**config.mk**
```make
export PLATFORM = sky130hd
export DESIGN_NAME = cv32e40p_alu_voter
export DESIGN_NICKNAME = d
export VERILOG_FILES = /design/src/rtl/cv32e40p_pkg.sv /design/src/rtl/cv32e40p_alu_lane_monitor.sv /design/src/rtl/cv32e40p_alu_voter.sv
export SDC_FILE = /design/constraint.sdc
export NUM_CORES = 1
export LEC_CHECK = 0
export ABC_AREA = 1
export BUFFER_PORTS_ARGS = -buffer_cell sky130_fd_sc_hd__buf_2
export CAP_MARGIN = 5
export CORE_AREA = 2 2 126 128
export CTS_CLUSTER_SIZE = 16
export DETAILED_ROUTE_END_ITERATION = 8
export DIE_AREA = 0 0 128 130
export PLACE_DENSITY = 0.65
export SLEW_MARGIN = 10
export SYNTH_ARGS = -nofsm -noshare
export SYNTH_HDL_FRONTEND = slang
export SYNTH_SLANG_ARGS = --single-unit
```
**constraint.sdc**
```tcl
create_clock -name clk -period 3.4 [get_ports clk]
set_clock_uncertainty 0.1 [all_clocks]
set_input_delay 0.17 -clock clk [delete_from_list [all_inputs] [get_ports clk]]
set_output_delay 0.17 -clock clk [all_outputs]
set_load 0.05 [all_outputs]
```
**src/rtl/cv32e40p_pkg.sv**
```systemverilog
// Shared types for the EX-stage ALU voter.
// Lane bundle layout and voter state encoding.
package cv32e40p_pkg;

  typedef enum logic [1:0] {
    VOTE_TMR,
    VOTE_DUPLEX,
    VOTE_FATAL
  } voter_state_e;

  typedef struct packed {
    logic        ready;
    logic        cmp;
    logic [31:0] result;
  } alu_bundle_t;

  // Lowest-index lane not yet retired; lane 0 when none survive.
  function automatic logic [1:0] first_survivor(
    input logic [2:0] retired
  );
    logic [1:0] idx;
    idx = 2'd0;
    if (!retired[0]) idx = 2'd0;
    else if (!retired[1]) idx = 2'd1;
    else if (!retired[2]) idx = 2'd2;
    return idx;
  endfunction

endpackage

```
**src/rtl/cv32e40p_alu_lane_monitor.sv**
```systemverilog
// Per-lane run-length tracker of consecutive
// mismatching compares; flags the retirement point.
module cv32e40p_alu_lane_monitor #(
  parameter int THRESH = 3
) (
  input  logic clk,
  input  logic rst,
  input  logic enable,
  input  logic clear,
  input  logic mismatch,
  output logic reached_thresh
);

  localparam int CW = $clog2(THRESH + 1);
  localparam logic [CW-1:0] TH = CW'(THRESH);

  logic [CW-1:0] cnt_q;
  logic [CW-1:0] cnt_d;

  // Saturating run counter; a clean compare restarts the run.
  always_comb begin
    cnt_d = cnt_q;
    if (enable) begin
      if (mismatch) begin
        if (cnt_q != TH) cnt_d = cnt_q + CW'(1);
      end else begin
        cnt_d = '0;
      end
    end
  end

  assign reached_thresh = enable & mismatch & (cnt_d == TH);

  // Counter register, cleared by reset or clear.
  always_ff @(posedge clk) begin
    if (rst || clear) cnt_q <= '0;
    else cnt_q <= cnt_d;
  end

endmodule

```
**src/rtl/cv32e40p_alu_voter.sv**
```systemverilog
// Majority voter for the triplicated ALU with
// lane retirement (TMR -> duplex -> fatal).
import cv32e40p_pkg::*;

module cv32e40p_alu_voter #(
  parameter int WIDTH  = 32,
  parameter int THRESH = 3,
  parameter int CNT_W  = 16
) (
  input  logic             clk,
  input  logic             rst,
  input  logic             enable_i,
  input  logic             clear_i,
  input  logic [WIDTH-1:0] result_1_i,
  input  logic [WIDTH-1:0] result_2_i,
  input  logic [WIDTH-1:0] result_3_i,
  input  logic             comparison_result_1_i,
  input  logic             comparison_result_2_i,
  input  logic             comparison_result_3_i,
  input  logic             ready_1_i,
  input  logic             ready_2_i,
  input  logic             ready_3_i,
  output logic [WIDTH-1:0] result_o,
  output logic             comparison_result_o,
  output logic             ready_o,
  output logic [2:0]       mismatch_o,
  output logic [2:0]       lane_retired_o,
  output logic             fatal_o,
  output logic [CNT_W-1:0] err_cnt_o
);

  localparam int BW = WIDTH + 2;

  logic [BW-1:0] bnd [3];
  logic [BW-1:0] vote;
  logic [BW-1:0] surv;
  logic [BW-1:0] out;

  voter_state_e state_q, state_d;
  logic [2:0] ret_q, ret_d;
  logic [2:0] mm_q, mm_d;
  logic [CNT_W-1:0] cnt_q, cnt_d;

  logic [2:0] tmr_mm;
  logic [2:0] dup_mm;
  logic [2:0] cur_mm;
  logic [2:0] reached;
  logic [2:0] alive;
  logic [1:0] sel;
  logic       multi;
  logic       d12, d13, d23;
  logic       mon_en;

  assign bnd[0] = {ready_1_i, comparison_result_1_i, result_1_i};
  assign bnd[1] = {ready_2_i, comparison_result_2_i, result_2_i};
  assign bnd[2] = {ready_3_i, comparison_result_3_i, result_3_i};

  assign vote = (bnd[0] & bnd[1])
              | (bnd[0] & bnd[2])
              | (bnd[1] & bnd[2]);

  assign tmr_mm[0] = bnd[0] != vote;
  assign tmr_mm[1] = bnd[1] != vote;
  assign tmr_mm[2] = bnd[2] != vote;

  assign d12 = bnd[0] != bnd[1];
  assign d13 = bnd[0] != bnd[2];
  assign d23 = bnd[1] != bnd[2];

  // Survivors that disagree with another survivor.
  assign alive = ~ret_q;
  assign dup_mm[0] = alive[0] & ((alive[1] & d12) | (alive[2] & d13));
  assign dup_mm[1] = alive[1] & ((alive[0] & d12) | (alive[2] & d23));
  assign dup_mm[2] = alive[2] & ((alive[0] & d13) | (alive[1] & d23));

  assign cur_mm = (state_q == VOTE_TMR) ? tmr_mm : dup_mm;

  assign mon_en = enable_i & (state_q == VOTE_TMR);

  for (genvar k = 0; k < 3; k++) begin : g_mon
    cv32e40p_alu_lane_monitor #(
      .THRESH(THRESH)
    ) u_mon (
      .clk           (clk),
      .rst           (rst),
      .enable        (mon_en),
      .clear         (clear_i),
      .mismatch      (tmr_mm[k]),
      .reached_thresh(reached[k])
    );
  end

  assign multi = (reached[0] & reached[1])
               | (reached[0] & reached[2])
               | (reached[1] & reached[2]);

  assign sel = first_survivor(ret_q);

  // Pick the lowest surviving lane outside TMR.
  always_comb begin
    unique case (sel)
      2'd1:    surv = bnd[1];
      2'd2:    surv = bnd[2];
      default: surv = bnd[0];
    endcase
  end

  assign out = (state_q == VOTE_TMR) ? vote : surv;

  assign result_o            = out[WIDTH-1:0];
  assign comparison_result_o = out[WIDTH];
  assign ready_o             = out[WIDTH+1];

  // Next state, retirements and status on a compare.
  always_comb begin
    state_d = state_q;
    ret_d   = ret_q;
    mm_d    = mm_q;
    cnt_d   = cnt_q;
    if (enable_i) begin
      mm_d = cur_mm;
      if ((|cur_mm) && (cnt_q != {CNT_W{1'b1}}))
        cnt_d = cnt_q + CNT_W'(1);
      unique case (state_q)
        VOTE_TMR: begin
          if (multi) begin
            ret_d   = ret_q | reached;
            state_d = VOTE_FATAL;
          end else if (|reached) begin
            ret_d   = ret_q | reached;
            state_d = VOTE_DUPLEX;
          end
        end
        VOTE_DUPLEX: begin
          if (|dup_mm) state_d = VOTE_FATAL;
        end
        default: state_d = VOTE_FATAL;
      endcase
    end
  end

  // Status registers; reset and clear win.
  always_ff @(posedge clk) begin
    if (rst || clear_i) begin
      state_q <= VOTE_TMR;
      ret_q   <= '0;
      mm_q    <= '0;
      cnt_q   <= '0;
    end else begin
      state_q <= state_d;
      ret_q   <= ret_d;
      mm_q    <= mm_d;
      cnt_q   <= cnt_d;
    end
  end

  assign mismatch_o     = mm_q;
  assign lane_retired_o = ret_q;
  assign fatal_o        = state_q == VOTE_FATAL;
  assign err_cnt_o      = cnt_q;

endmodule

```
== Word level (Yosys, flattened, before mapping) ==
Cells that the tools add are included.

* Register bits: 30
* Latch bits: 0
* RAM bits: 0
* Bits in read-only memories: 0
* Bits of input ports: 106
* Output and inout bits: 57
* Word-level logic and storage cells: 92
* Memories kept: 0

* Add/subtract/negate cells: 4
* Multipliers: 0
* Divide/modulo/power cells: 0
* Order comparisons: 0
* Eq/ne operators: 19
* Shift-type cells: 0
* Muxes and demuxes: 21
* Bitwise logic cells: 31
* Reduce and logical (&&, ||, !) cells: 10

{| class="wikitable"
|+ Operators with widths
! cell !! number
|-
| 34-bit != test || 6
|-
| 34-bit bitwise AND || 3
|-
| 34-bit bitwise OR || 2
|-
| 34-bit case mux with 2 select lines || 1
|-
| 34-bit 2-to-1 mux || 1
|-
| 2-bit 2-to-1 mux || 15
|-
| 1-bit bitwise AND || 19
|-
| 16-bit by 1-bit adder with 16-bit output, second input constant || 1
|-
| 16-bit != test, second input constant || 1
|-
| 2-bit equality test, second input constant || 5
|-
| 3-bit 2-to-1 mux || 3
|-
| 3-bit OR reduction || 3
|-
| 2-bit != test, second input constant || 4
|-
| 2-bit by 1-bit adder with 2-bit output, second input constant || 3
|-
| 3-bit AND reduction || 2
|-
| 1-bit bitwise OR || 5
|-
| 2-bit by 1-bit equality test with 1-bit output, second input constant || 2
|-
| 2-bit case mux with 2 select lines || 1
|-
| 3-bit by 2-bit != test with 1-bit output, second input constant || 1
|-
| 3-bit NOT || 1
|-
| 3-bit bitwise OR || 1
|-
| 2-bit zero test || 1
|-
| 2-bit AND reduction || 1
|-
| 2-bit nonzero test || 1
|-
| other kinds (2) || 2
|}

== Longest topological paths before layout ==
* Word-level depth: 13
* Mapped depth: 18
* Mapped depth without buffers: 18

== Modules after synthesis ==
A second synthesis with hierarchy kept.

* Cell total of the unflattened synthesis: 1122
* Area total of the unflattened synthesis: 6409.9 um2

{| class="wikitable"
|+ By module, submodules not included
! module !! instances !! cells an instance !! area each (um2) !! seq. area each (um2)
|-
| cv32e40p_alu_voter || 1 || 1074 || 6102.1 || 480.5
|-
| cv32e40p_alu_lane_monitor || 3 || 16 || 102.6 || 40.0
|}

== Worst setup path before layout ==
No wires, ideal clock.

* Path type: register -> output
* Start point: register ret_q[2] (netlist: lane_retired_o[2])
* End point: output port result_o[2]
* Arrival: 2883 ps
* Required time: 3130 ps
* Setup slack: 247 ps
* Cell stages (with the launch flop): 9
* Buffers on the path: 2
* Cell sequence: dfxtp_1 inv_1 nand3_1 clkinv_1 nor2_1 buf_2 buf_2 a21oi_1 o21ai_0

* Longest elaborated chain between the ends: 6
* Elaborated cells on any way between the ends: 7
* Those cells by class: eq/ne: 2; mux: 5

{| class="wikitable"
|+ Ends and longest elaborated chain
! what !! line !! RTL
|-
| start, declared || cv32e40p_alu_voter.sv:40 || <nowiki>logic [2:0] ret_q, ret_d;</nowiki>
|-
| start signal, assigned || cv32e40p_alu_voter.sv:151 || <nowiki>ret_q <= ret_d;</nowiki>
|-
| 2-bit 2-to-1 mux * || cv32e40p_pkg.sv:25 || <nowiki>else if (!retired[2]) idx = 2'd2;</nowiki>
|-
| 2-bit 2-to-1 mux * || cv32e40p_pkg.sv:24 || <nowiki>else if (!retired[1]) idx = 2'd1;</nowiki>
|-
| 2-bit 2-to-1 mux * || cv32e40p_pkg.sv:23 || <nowiki>if (!retired[0]) idx = 2'd0;</nowiki>
|-
| 2-bit equality test or 2-bit by 1-bit equality test with 1-bit output (tied branches) || cv32e40p_alu_voter.sv:101 || <nowiki>unique case (sel)</nowiki>
|-
| 34-bit case mux with 2 select lines * || cv32e40p_alu_voter.sv:101 ||
|-
| 34-bit 2-to-1 mux * || cv32e40p_alu_voter.sv:108 || <nowiki>assign out = (state_q == VOTE_TMR) ? vote : surv;</nowiki>
|-
| end, declared || cv32e40p_alu_voter.sv:23 || <nowiki>output logic [WIDTH-1:0] result_o,</nowiki>
|}

Every way passes the cells marked *; elsewhere a longest branch is shown, timed or not.

== Final worst setup path ==
* Start point: register ret_q[0] (netlist: lane_retired_o[0])
* End point: output port ready_o

* Longest elaborated chain between the ends: 4
* Elaborated cells on any way between the ends: 5
* Those cells by class: eq/ne: 2; mux: 3

{| class="wikitable"
|+ Ends and longest elaborated chain
! what !! line !! RTL
|-
| 2-bit 2-to-1 mux * || cv32e40p_pkg.sv:23 ||
|-
| 2-bit equality test or 2-bit by 1-bit equality test with 1-bit output (tied branches) || cv32e40p_alu_voter.sv:101 ||
|-
| 34-bit case mux with 2 select lines * || cv32e40p_alu_voter.sv:101 ||
|-
| 34-bit 2-to-1 mux * || cv32e40p_alu_voter.sv:108 ||
|-
| end, declared || cv32e40p_alu_voter.sv:25 || <nowiki>output logic ready_o,</nowiki>
|}

Marks and branches as above.

==> impl_metrics.csv <==
group,metric,value,unit
run_status,outcome,"finished clean",
synthesis,synth_seq_area_share,0.0948,
die,floorplan.core_area,0.0154,sq mm
routing,routed_wirelength,21.0,mm
timing,rsz0062_at_grt,"no",
die,die_area,0.0166,sq mm
timing,timing_worst_slew_pin_value,0.695,ns
routing,vias_per_cell,5.17,
timing,layout_worst_path_cycle_share,0.853,
power_and_ir_drop,power.static_leakage,4.21,nW
synthesis,number_of_enable_type_register_cells_in_the_synthesized_netlist,0,
die,dieHeight,130,um
grt,number_of_antenna_violations_at_the_first_check_in_global_routing,0,
synthesis,ys_ff_latch,30,
grt,grt-busiest-layer,"met2",
placed_design,number_of_buffers_inserted_by_port_buffering,162,
critical_path,worst_ep_required_time,3.13,ns
finish,final_common_cell,"sky130_fd_sc_hd__nand2_1",
finish,number_of_non_filler_instances_in_the_completed_layout,1456,
synthesis,ys_dominant_reg_cell,"sky130_fd_sc_hd__dfxtp_1",
clocking,postCtsResizedCells,0,
finish,drive_gt1_frac,0.163,
placed_design,gp_congestion,0.900,
clocking,maximum_count_of_clock_buffers_along_a_single_path,2,
power_and_ir_drop,ir_drop,229,uV
die,floorplan.die.width,128,um
routing,initialDrtViolationCount,411,
synthesis,synth-async-reset-ratio,0,
critical_path,timing.setup.critical_path_class,"flop to output pin",
clocking,root_buffer,"sky130_fd_sc_hd__clkbuf_16",
critical_path,arrival,2.63,ns
routing,detailedRoute.firstPassIterationCount,4,
routing,route.detailed.wl_per_inst,14.4,um
clocking,clock_tree.htree_level_count,2,
worst_hold_path,timing.hold.worst.class,"input port to flop",
grt,grt-ovfl-total,0,
finish,layout_common_cells,"sky130_fd_sc_hd__nand2_1 (292), sky130_fd_sc_hd__inv_1 (184), sky130_fd_sc_hd__buf_2 (162), sky130_fd_sc_hd__nor2_1 (111), sky130_fd_sc_hd__ha_1 (103)",
timing,final-hold-violation-count,0,
placed_design,dpl.cell_count,1448,
synthesis,netlist-cell-type-count,33,
synthesis,synth-warning-count,0,
timing,max-slew-margin-rel,0.533,
routing,detailroute.via_count,7523,
synthesis,syn-instance-count,1108,
routing,drc_errors,0,
timing,fmaxAchievable,0.345,GHz
finish,number_of_antenna_repair_diodes,0,
grt,pin_count_of_the_biggest_net_entering_global_routing,71,
grt,grt_pass1_vias,6764,
die,placement_rows,46,
placed_design,place_hpwl,17.1,mm
clocking,clk_latency,0.28,ns
routing,antenna_left,0,
power_and_ir_drop,power_density_of_the_placed_cells,225,mW/mm^2
clocking,hold_bufs_at_cts,0,
die,num_io_pins,163,
grt,grt_usage,0.248,
finish,layout-area-overhead-vs-synth,18.8,%
grt,grt_use_met1,0.338,
synthesis,post_synth.cell_area_avg,5.72,sq um
grt,groute.layer.met3.usage,0.0303,
power_and_ir_drop,post-layout-total-power,1.69,mW
critical_path,timing.critical_path.fanout_max,21,
grt,first_pass_grt_wire_length,33.0,mm
run,timing.max_cap.violations,0,
grt,global_route.usage.met2,0.422,
clocking,cts_buffers,5,
clocking,numClockSinks,30,
timing,fin_crit,2.90,ns
critical_path,setup.worst_path.start_class,"flop",
timing,final-setup-viol-count,0,
clocking,clkTransAtPathRegs,0.05,ns
critical_path,critical_path.endpoint_type,"output pin",
synthesis,synth_nets,1317,
synthesis,netlist_area,0.00633,sq mm
timing,totalNegativeSetupSlack,0,ns
timing,timing_max_transition_violations_final,0,
finish,layout.nets,1472,
clocking,cts.repair_timing.setup_buffer_count,0,
clocking,cts_tree,"done",
die,starting_density_of_the_core,0.411,
## registers in the layout (all words and copies together), names as in the netlist
signal / flops
err_cnt_o: 16
g_mon.u_mon.cnt_q: 6
lane_retired_o: 3
mismatch_o: 3
state_q: 2
## Yosys cell counts (3+ instances only)
library cell | number | area, sq um
sky130_fd_sc_hd__nand2_1 | 292 | 1100
sky130_fd_sc_hd__inv_1 | 184 | 691
sky130_fd_sc_hd__nor2_1 | 112 | 420
sky130_fd_sc_hd__ha_1 | 103 | 1290
sky130_fd_sc_hd__nand3_1 | 99 | 495
sky130_fd_sc_hd__a21oi_1 | 54 | 270
sky130_fd_sc_hd__nand4_1 | 44 | 275
sky130_fd_sc_hd__o21ai_0 | 40 | 200
sky130_fd_sc_hd__dfxtp_1 | 30 | 601
sky130_fd_sc_hd__o22ai_1 | 29 | 181
sky130_fd_sc_hd__xor2_1 | 27 | 236
sky130_fd_sc_hd__nor2_2 | 18 | 113
sky130_fd_sc_hd__clkbuf_1 | 16 | 60.1
sky130_fd_sc_hd__nor4_1 | 15 | 93.8
sky130_fd_sc_hd__nor3_1 | 7 | 35.0
sky130_fd_sc_hd__nand2_2 | 6 | 37.5
sky130_fd_sc_hd__a221oi_1 | 5 | 43.8
sky130_fd_sc_hd__xnor2_1 | 4 | 35.0
sky130_fd_sc_hd__buf_2 | 3 | 15.0
sky130_fd_sc_hd__clkinv_1 | 3 | 11.3
sky130_fd_sc_hd__or2_2 | 3 | 18.8
## final cells by class
cell class,instances,area (sq um)
Clock inverter,2,12.5
Timing Repair Buffer,168,881
Sequential cell,30,601
Tap cell,192,240
Clock buffer,6,139
Multi-Input combinational cell,871,4950
Inverter,187,702
Fill cell,1684,7900
## where the power goes
group,total [mW],internal (mW),switching [mW]
combinational,0.884,0.280,0.603
clock,0.446,0.289,0.157
sequential,0.361,0.357,0.00366
total,1.69,0.927,0.764
## worst max-delay path, cell delays in order (launching register included)
cell	delay, ns
sky130_fd_sc_hd__dfxtp_1	0.40
sky130_fd_sc_hd__inv_1	0.07
sky130_fd_sc_hd__nor2_1	0.35
sky130_fd_sc_hd__inv_1	0.41
sky130_fd_sc_hd__buf_12	0.28
sky130_fd_sc_hd__o22ai_1	0.12
sky130_fd_sc_hd__a21oi_1	0.05
sky130_fd_sc_hd__o21ai_0	0.33
sky130_fd_sc_hd__buf_2	0.34
## through the flow
| stage | instance area [sq um] | worst slack, ns | hold slack, ns | util |
|---|---|---|---|---|
| global route | 7530 | 0.435 | 0.111 | 0.488 |
| floorplan | 6330 | 0.247 | 0.164 | - |
| detailed placement | 7380 | 0.733 | 0.355 | 0.478 |
| CTS | 7530 | 0.565 | 0.0918 | 0.488 |
| finish | 7530 | 0.499 | 0.0957 | 0.488 |
| global placement | 7380 | 0.756 | 0.351 | 0.478 |
## routing by layer
layer	up-vias	routed length, um
met5	-	0
met1	3305	9700
met4	0	335
met2	234	9520
met3	22	1450
li1	3962	-
## final timing paths
path	slack, ns	endpoint	cells after the start	startpoint
worst min register to register	0.37	g_mon[1].u_mon.cnt_q[1]$_SDFF_PP0_	2	g_mon[1].u_mon.cnt_q[1]$_SDFF_PP0_
worst max-delay path	0.50	ready_o	8	lane_retired_o[0]$_SDFFE_PP0P_
worst min-delay path	0.1	mismatch_o[2]$_SDFFE_PP0P_	2	enable_i
worst max register to register	0.94	err_cnt_o[1]$_SDFFE_PP0P_	10	err_cnt_o[0]$_SDFFE_PP0P_
## logic make-up (layout without fill, tap and decap cells)
| kind of cell | after synthesis | in the layout | synth area share |
|---|---|---|---|
| AOI/OAI and AO/OA | 134 | 134 | 0.116 |
| xor gates and xnor gates | 31 | 31 | 0.0429 |
| adders and majority gates | 103 | 103 | 0.203 |
| buffers and inverters | 207 | 363 | 0.124 |
| DFF | 30 | 30 | 0.0948 |
| and+or+nand+nor | 603 | 603 | 0.418 |
Note: power is estimated with default switching activity, not from simulation.
